--- config.mk ---
export PLATFORM = sky130hd
export DESIGN_NAME = analyzer_input_conditioner
export DESIGN_NICKNAME = d
export VERILOG_FILES = /design/src/rtl/analyzer_pkg.sv /design/src/rtl/analyzer_glitch_filter.sv /design/src/rtl/analyzer_input_conditioner.sv
export SDC_FILE = /design/constraint.sdc
export NUM_CORES = 1
export LEC_CHECK = 0
export CAP_MARGIN = 20
export CORE_UTILIZATION = 62
export CTS_BUF_LIST = sky130_fd_sc_hd__clkbuf_2 sky130_fd_sc_hd__clkbuf_4 sky130_fd_sc_hd__clkbuf_8
export DETAILED_ROUTE_END_ITERATION = 8
export PLACE_DENSITY_LB_ADDON = 0.3
export REMOVE_ABC_BUFFERS = 1
export SYNTH_ARGS = -nofsm -noshare
export SYNTH_HDL_FRONTEND = slang
export SYNTH_SLANG_ARGS = --single-unit
--- constraint.sdc ---
create_clock -name clk -period 3.9 [get_ports clk]
set_clock_uncertainty 0.1 [all_clocks]
set_input_delay 0.39 -clock clk [delete_from_list [all_inputs] [get_ports clk]]
set_output_delay 0.39 -clock clk [all_outputs]
set_load 0.05 [all_outputs]
--- src/rtl/analyzer_pkg.sv ---
// Shared analyzer definitions: default widths and the conditioner config record.
package analyzer_pkg;

    localparam int unsigned DIGITAL_IN_NUM_DEF = 8;
    localparam int unsigned DIV_WIDTH_DEF      = 16;
    localparam int unsigned FILT_WIDTH_DEF     = 4;
    localparam int unsigned CNT_WIDTH          = 32;

    // Active conditioner configuration, also used as the register-map field layout.
    typedef struct packed {
        logic [DIV_WIDTH_DEF-1:0]      div;
        logic [FILT_WIDTH_DEF-1:0]     filt;
        logic [DIGITAL_IN_NUM_DEF-1:0] invert;
    } cond_cfg_t;

endpackage

--- src/rtl/analyzer_glitch_filter.sv ---
// One analyzer channel: 2-FF synchroniser, polarity, and persistence glitch filter.
module analyzer_glitch_filter
    import analyzer_pkg::*;
#(
    parameter int unsigned FILT_WIDTH = FILT_WIDTH_DEF
) (
    input  logic                  clk,
    input  logic                  rstn,
    input  logic                  din,
    input  logic                  invert,
    input  logic [FILT_WIDTH-1:0] filt,
    input  logic                  clr,
    output logic                  fq
);

    logic                  sync1;
    logic                  sync2;
    logic                  syn;
    logic [FILT_WIDTH-1:0] fc;

    assign syn = sync2 ^ invert;

    // Synchronise the pin, then accept a new level only after it persists filt+1 clocks.
    always_ff @(posedge clk) begin
        if (!rstn) begin
            sync1 <= 1'b0;
            sync2 <= 1'b0;
            fc    <= '0;
            fq    <= 1'b0;
        end else begin
            sync1 <= din;
            sync2 <= sync1;
            if (clr) begin
                fc <= '0;
            end else if (syn == fq) begin
                fc <= '0;
            end else if (fc == filt) begin
                fq <= syn;
                fc <= '0;
            end else begin
                fc <= fc + FILT_WIDTH'(1);
            end
        end
    end

endmodule

--- src/rtl/analyzer_input_conditioner.sv ---
// Analyzer front end: per-channel sync/invert/filter, then sample-rate decimation.
module analyzer_input_conditioner
    import analyzer_pkg::*;
#(
    parameter int unsigned DIGITAL_IN_NUM = DIGITAL_IN_NUM_DEF,
    parameter int unsigned DIV_WIDTH      = DIV_WIDTH_DEF,
    parameter int unsigned FILT_WIDTH     = FILT_WIDTH_DEF
) (
    input  logic                      clk,
    input  logic                      rstn,
    input  logic [DIGITAL_IN_NUM-1:0] digital_in,
    input  logic [DIV_WIDTH-1:0]      cfg_div,
    input  logic [FILT_WIDTH-1:0]     cfg_filt,
    input  logic [DIGITAL_IN_NUM-1:0] cfg_invert,
    input  logic                      cfg_load,
    output logic [DIGITAL_IN_NUM-1:0] sample_out,
    output logic                      sample_valid,
    output logic                      edge_any,
    output logic [CNT_WIDTH-1:0]      sample_cnt
);

    cond_cfg_t                 cfg_act;
    logic [DIV_WIDTH-1:0]      dc;
    logic [DIGITAL_IN_NUM-1:0] fq_vec;
    logic                      first;

    // Per-channel conditioning; filter counters restart whenever a config is applied.
    for (genvar i = 0; i < int'(DIGITAL_IN_NUM); i++) begin : g_chan
        analyzer_glitch_filter #(
            .FILT_WIDTH (FILT_WIDTH)
        ) u_filt (
            .clk    (clk),
            .rstn   (rstn),
            .din    (digital_in[i]),
            .invert (cfg_act.invert[i]),
            .filt   (cfg_act.filt),
            .clr    (cfg_load),
            .fq     (fq_vec[i])
        );
    end

    // Config load, divider, sample capture, edge flag and saturating sample count.
    always_ff @(posedge clk) begin
        if (!rstn) begin
            cfg_act      <= '0;
            dc           <= '0;
            sample_out   <= '0;
            sample_valid <= 1'b0;
            edge_any     <= 1'b0;
            sample_cnt   <= '0;
            first        <= 1'b1;
        end else if (cfg_load) begin
            cfg_act.div    <= DIV_WIDTH_DEF'(cfg_div);
            cfg_act.filt   <= FILT_WIDTH_DEF'(cfg_filt);
            cfg_act.invert <= DIGITAL_IN_NUM_DEF'(cfg_invert);
            dc             <= '0;
            sample_valid   <= 1'b0;
            edge_any       <= 1'b0;
            sample_cnt     <= '0;
            first          <= 1'b1;
        end else if (dc == DIV_WIDTH'(cfg_act.div)) begin
            dc           <= '0;
            sample_valid <= 1'b1;
            sample_out   <= fq_vec;
            edge_any     <= (fq_vec != sample_out) && !first;
            first        <= 1'b0;
            if (sample_cnt != '1) begin
                sample_cnt <= sample_cnt + CNT_WIDTH'(1);
            end
        end else begin
            dc           <= dc + DIV_WIDTH'(1);
            sample_valid <= 1'b0;
            edge_any     <= 1'b0;
        end
    end

endmodule
## After elaboration in Yosys (flattened, before gate mapping)

Cells that the tools add are included.

| storage, ports and cells | value |
|---|---|
| input bits | 39 |
| flip-flop bits (word level) | 143 |
| output and inout bits | 42 |

| cells by class | value |
|---|---|
| reductions and logical operators | 23 |
| equality and inequality tests | 19 |
| mux-type cells | 1 |
| add/sub/neg operators | 10 |
| bitwise gates (word level) | 19 |

Operator list:

| operator | number |
|---|---|
| $add 32x1->32 const B | 1 |
| $add 4x1->4 const B | 8 |
| $eq 4x4->1 | 8 |
| $ne 32x32->1 const B | 1 |
| $reduce_or 4->1 | 8 |
| $reduce_and 3->1 | 8 |
| $add 16x1->16 const B | 1 |
| $eq 16x16->1 | 1 |
| $not 1->1 | 11 |
| $eq 1x1->1 | 8 |
| $ne 8x8->1 | 1 |
| $xor 1x1->1 | 8 |
| $reduce_or 3->1 | 2 |
| $reduce_and 2->1 | 2 |
| $reduce_or 2->1 | 1 |
| $logic_and 1x1->1 | 1 |
| $logic_not 1->1 | 1 |
| $mux 1 | 1 |

## Longest topological paths before layout

| logic depth | value |
|---|---|
| depth in word-level cells | 4 |
| mapped depth | 8 |
| depth with buffers taken out | 6 |

## Modules after synthesis

Synthesis repeated with hierarchy kept, for this count alone.

| unflattened totals | value |
|---|---|
| cell total of the unflattened synthesis | 683 |
| area, all modules | 6388.6 um2 |

By module, submodules not included:

| module | instances | area an instance (um2) | cells an instance |
|---|---|---|---|
| analyzer_input_conditioner | 1 | 4046.4 | 459 |
| analyzer_glitch_filter | 8 | 292.8 | 28 |

## Worst setup path after synthesis

OpenSTA, ideal clock, no wires.

| timing path | value |
|---|---|
| kind | reg-to-reg |
| start | reg sample_cnt[18] |
| end | reg sample_cnt[1] |
| setup time | 0.070 ns |
| stages on the path, launching flop included | 8 |
| period minus slack after synthesis | 2.330 ns |
| arrival | 2.159 ns |
| slack | 1.570 ns |
| cell sequence | dfxtp_1 > nand4_1 > nor4_1 > and3_1 > buf_2 > buf_2 > o21ai_0 > a21oi_1 |

| on the way | value |
|---|---|
| cells in the longest elaborated chain, start to end | 2 |

RTL lines:

| what | line | text |
|---|---|---|
| start, declared | analyzer_input_conditioner.sv:19 | `output logic [CNT_WIDTH-1:0] sample_cnt` |
| start signal, assigned | analyzer_input_conditioner.sv:68 | `sample_cnt <= sample_cnt + CNT_WIDTH'(1);` |
| $ne 32x32->1 | analyzer_input_conditioner.sv:67 | `if (sample_cnt != '1) begin` |
| $reduce_and 2->1 (no line) | -- |  |

Every way passes these cells.
A chain may end at the register's enable or synchronous reset.

## Final worst setup path

| timing path | value |
|---|---|
| start | reg dc[14] |
| end | reg sample_cnt[3] |

| on the way | value |
|---|---|
| cells in the longest elaborated chain, start to end | 2 |

RTL lines:

| what | line | text |
|---|---|---|
| start, declared | analyzer_input_conditioner.sv:23 | `logic [DIV_WIDTH-1:0] dc;` |
| start signal, assigned | analyzer_input_conditioner.sv:71 | `dc <= dc + DIV_WIDTH'(1);` |
| $eq 16x16->1 | analyzer_input_conditioner.sv:61 | `end else if (dc == DIV_WIDTH'(cfg_act.div)) begin` |
| $reduce_and 2->1 (no line) | -- |  |

Every way passes these cells.

==> results.md <==
- result of the run: finished clean
- commonest cells in the netlist: sky130_fd_sc_hd__dfxtp_1, sky130_fd_sc_hd__nor2_1, sky130_fd_sc_hd__xor2_1
- compound-gate portion of the synthesized area: 0.06533
- proportion of netlist area held by the largest area contributor: 0.4530
- CTS tree: built
- cells after synthesis: 706
- setup_tns: 0 ns
- GRT overflow: 0
- Worst EP arrival: 3.23 ns
- count leader, synth: sky130_fd_sc_hd__dfxtp_1
- Synthesis Warnings: 0
- period utilisation layout: 0.7634
- largest fanout on the critical path: 31
- combinational share of power: 0.085
- drt first-iter violations: 270
- top area cells in the synthesized netlist: sky130_fd_sc_hd__dfxtp_1, sky130_fd_sc_hd__xor2_1, sky130_fd_sc_hd__nor2_1, sky130_fd_sc_hd__xnor2_1, sky130_fd_sc_hd__mux2i_1
- setup bufs post-CTS: 0
- Worst-Skew Late Latency: 0.45 ns
- Sw Share: 0.2567
- post-detailed-route wirelength per cell: 15.57 microns
- flip-flop cell with the highest count after synthesis: sky130_fd_sc_hd__dfxtp_1
- Netlist Area Pre-Place: 6320 sq um
- number of distinct library cells after synthesis: 36
- first-pass GRT wire length: 23340 microns
- asr flop ratio synth: 0
- internal power: 2.153 mW
- ANT cells: 0
- Starting Density: 0.6436
- final total power: 2.896 mW
- maximum frequency from static timing analysis: 335.9 MHz
- average size of a mapped cell: 8.952 sq um
- number of port buffers: 80
- sequential fraction of the synthesis area: 0.4530
- row count: 36
- Longest Clk Path Bufs: 2
- count of nets left with antenna violations after detail routing: 0
- synthesis-to-layout area growth: 19.68%
- I/O pin count: 81
- xor/xnor cell area share of the yosys netlist: 0.1414
- setup slack of the critical path after layout: 0.9229 ns
- worst setup path class: flop to flop
- Die Width: 103.0 microns
- first element of the critical path: dc[14]$_SDFF_PP0_
- Finished Layout Cells: 923
- number of synthesized register bits: 143
- DIE AREA: 10600 sq um
- vias per cell: 5.758
- area of the core: 9819 sq um
- Critical Path RT: 4.15 ns
- total of hold buffers inserted after clock tree synthesis: 0
- final critical delay including setup and external delays: 2.977 ns
- headroom to the max-slew limit: 0.3840
- via count: 5315
- category of the worst setup path launch point: flop
- library cell with the largest summed area after synthesis: sky130_fd_sc_hd__dfxtp_1
- maximum vdd drop: 0.2888 mV
- sink count of the clock tree: 143
- endpoint of the most critical setup path: sample_cnt[3]$_SDFFE_PP0P_
- Final Instance Area: 7564 sq um
- remaining routing DRC violations: 0
- Pins Over Slew Limit: 0
- power share of the sequential group: 0.534
- leakage power figure: 2.822 nW
- endpoints failing hold: 0
- Least-Margin Pin Slew: 0.9240 ns
- arithmetic-cell share of the synthesized area counting full adders, half adders and majority gates: 0.01980
- critical register-to-register path startpoint: dc[14]$_SDFF_PP0_
- cell chosen for the clock root: sky130_fd_sc_hd__clkbuf_8
- H-tree levels: 4
- Net Sw Power: 743.5 uW
- RSZ-0062 raised after global routing: no
- maximum number of pins on one net before global-route repair: 54
- Detailed Route WL: 14370 microns
- classification of the worst-slack hold path: flop to flop
- Place WS: 1.016 ns
- fraction of power consumed by the clock network: 0.381
- largest family of logic cells by synthesized area: simple AND/OR/NAND/NOR gates
- mux cell area share after synthesis: 0.05543
- number of antenna violations at the first check in global routing: 0
- via count of the first global-routing pass: 5063
- number of synthesized flops with an enable pin: 0
- vertical die dimension: 103.0 microns
- total of endpoints with negative setup slack in the final report: 0
- fraction of final layout cells sized beyond drive strength 1: 0.05316
- PwrDens: 382.9 nW/um^2
- total CTS buffers: 17
- kind of end point of the critical path: flop
- area share of and/or/nand/nor cells after synthesis: 0.2346
- global placer's final weighted congestion: 0.9094
- Nets: 826
- total placed cells including tap cells: 891
- estimated wirelength of the detail-placed design: 9744 microns
- number of iterations in the first detailed-routing pass: 4
- register-to-register setup slack: 0.92 ns
- number of violations of the max-capacitance limit: 0
- Tot GR Track Use: 0.2854
- R2R cell count: 6
- DP Area: 7187 sq um
- Clock Pin Slew Worst Setup and Hold Paths: 0.08 ns
- destination of the worst register-to-register timing path: sample_cnt[3]$_SDFFE_PP0P_
- Post-CTS Resized: 0
[cell usage in the layout, fill, tap and decap left out, types with 2 or more instances in the layout]
cell                              instances
sky130_fd_sc_hd__clkinv_4                 3
sky130_fd_sc_hd__nor2_1                 106
sky130_fd_sc_hd__ha_1                    10
sky130_fd_sc_hd__o311ai_0                 2
sky130_fd_sc_hd__mux2i_1                 35
sky130_fd_sc_hd__clkinv_2                 4
sky130_fd_sc_hd__nor3_1                  21
sky130_fd_sc_hd__buf_4                    5
sky130_fd_sc_hd__or3_1                   11
sky130_fd_sc_hd__a21oi_1                 28
sky130_fd_sc_hd__clkbuf_8                19
sky130_fd_sc_hd__o41ai_1                  2
sky130_fd_sc_hd__xor2_1                  57
sky130_fd_sc_hd__o31ai_1                 16
sky130_fd_sc_hd__or4_1                   16
sky130_fd_sc_hd__or2_2                    2
sky130_fd_sc_hd__inv_1                   15
sky130_fd_sc_hd__dfxtp_1                143
sky130_fd_sc_hd__o21ai_0                 12
sky130_fd_sc_hd__nand4_1                 23
sky130_fd_sc_hd__nor4_1                  15
sky130_fd_sc_hd__nand3_1                 49
sky130_fd_sc_hd__xnor2_1                 45
sky130_fd_sc_hd__clkinvlp_4               4
sky130_fd_sc_hd__nand2_1                 31
sky130_fd_sc_hd__and2_1                  17
sky130_fd_sc_hd__clkdlybuf4s50_1         79
sky130_fd_sc_hd__and3_1                   6
[worst max-delay path: stages (launching register included)]
cell and delay, ns:
sky130_fd_sc_hd__dfxtp_1 0.36, sky130_fd_sc_hd__xor2_1 0.15, sky130_fd_sc_hd__nor4_1 0.45, sky130_fd_sc_hd__nand4_1 0.66, sky130_fd_sc_hd__buf_4 0.48, sky130_fd_sc_hd__or4_1 0.52, sky130_fd_sc_hd__a21oi_1 0.16
[power groups by stage]
stage | logic, mW | clock network [mW] | registers (mW)
detailed placement | 0.245 | 0 | 1.58
global route | 0.273 | 1.19 | 1.55
global placement | 0.234 | 0 | 1.58
finish | 0.248 | 1.10 | 1.55
floorplan | 0.149 | 0 | 1.57
CTS | 0.247 | 1.11 | 1.55
[flip-flops by register name, summed over array words and instances, names as in the netlist]
name,cells
g_chan.u_filt.fc,32
sample_cnt,32
cfg_act,28
dc,16
g_chan.u_filt.fq,8
g_chan.u_filt.sync1,8
g_chan.u_filt.sync2,8
sample_out,8
edge_any,1
first,1
sample_valid,1
[final cells by class]
cell class              instances  area [sq um]
well taps                     133         166.4
flip-flops and latches        143          2863
multi-input cells             514          3264
clock buffers                  19         261.5
inverters                      16         60.06
fillers                       670          2256
clock inverters                13         115.1
repair buffers                 85         833.3
[through the flow]
stage                     utilization  hold slack (ns)
after floorplan                     -           0.3118
after global placement         0.7319           0.3157
after detailed placement       0.7319           0.3210
after CTS                      0.7703           0.3389
after global routing           0.7703           0.3596
final                          0.7703           0.3325
[per-layer routing]
| layer | up-vias | routed length [microns] | part of all wire | track usage |
|---|---|---|---|---|
| met3 | 35 | 802 | 0.056 | 0.06169 |
| met1 | 2500 | 6172 | 0.43 | 0.3464 |
| met2 | 191 | 7066 | 0.49 | 0.4877 |
| li1 | 2589 | - | - | - |
| met4 | 0 | 328 | 0.023 | 0.1246 |
| met5 | - | 0 | 0 | 0 |
[cell families after synthesis]
family,after synthesis
AND/OR/NAND/NOR,301
flip-flops,143
XOR/XNOR,102
AO/OA/AOI/OAI,66
buffers and inverters,49
multiplexers,35
adder cells (fa/ha/maj),10
[worst min path at each step]
stage | from | end | slack (ns) | cells past startpoint
after global routing | g_chan[5].u_filt.sync1$_SDFF_PN0_ | g_chan[5].u_filt.sync2$_SDFF_PN0_ | 0.36 | 1
after global placement | g_chan[5].u_filt.sync1$_SDFF_PN0_ | g_chan[5].u_filt.sync2$_SDFF_PN0_ | 0.32 | 1
after detailed placement | g_chan[5].u_filt.sync1$_SDFF_PN0_ | g_chan[5].u_filt.sync2$_SDFF_PN0_ | 0.32 | 1
after CTS | g_chan[5].u_filt.sync1$_SDFF_PN0_ | g_chan[5].u_filt.sync2$_SDFF_PN0_ | 0.34 | 1
after floorplan | g_chan[0].u_filt.sync1$_SDFF_PN0_ | g_chan[0].u_filt.sync2$_SDFF_PN0_ | 0.31 | 1
final | g_chan[5].u_filt.sync1$_SDFF_PN0_ | g_chan[5].u_filt.sync2$_SDFF_PN0_ | 0.33 | 1
(Power assumes the default switching activity.)
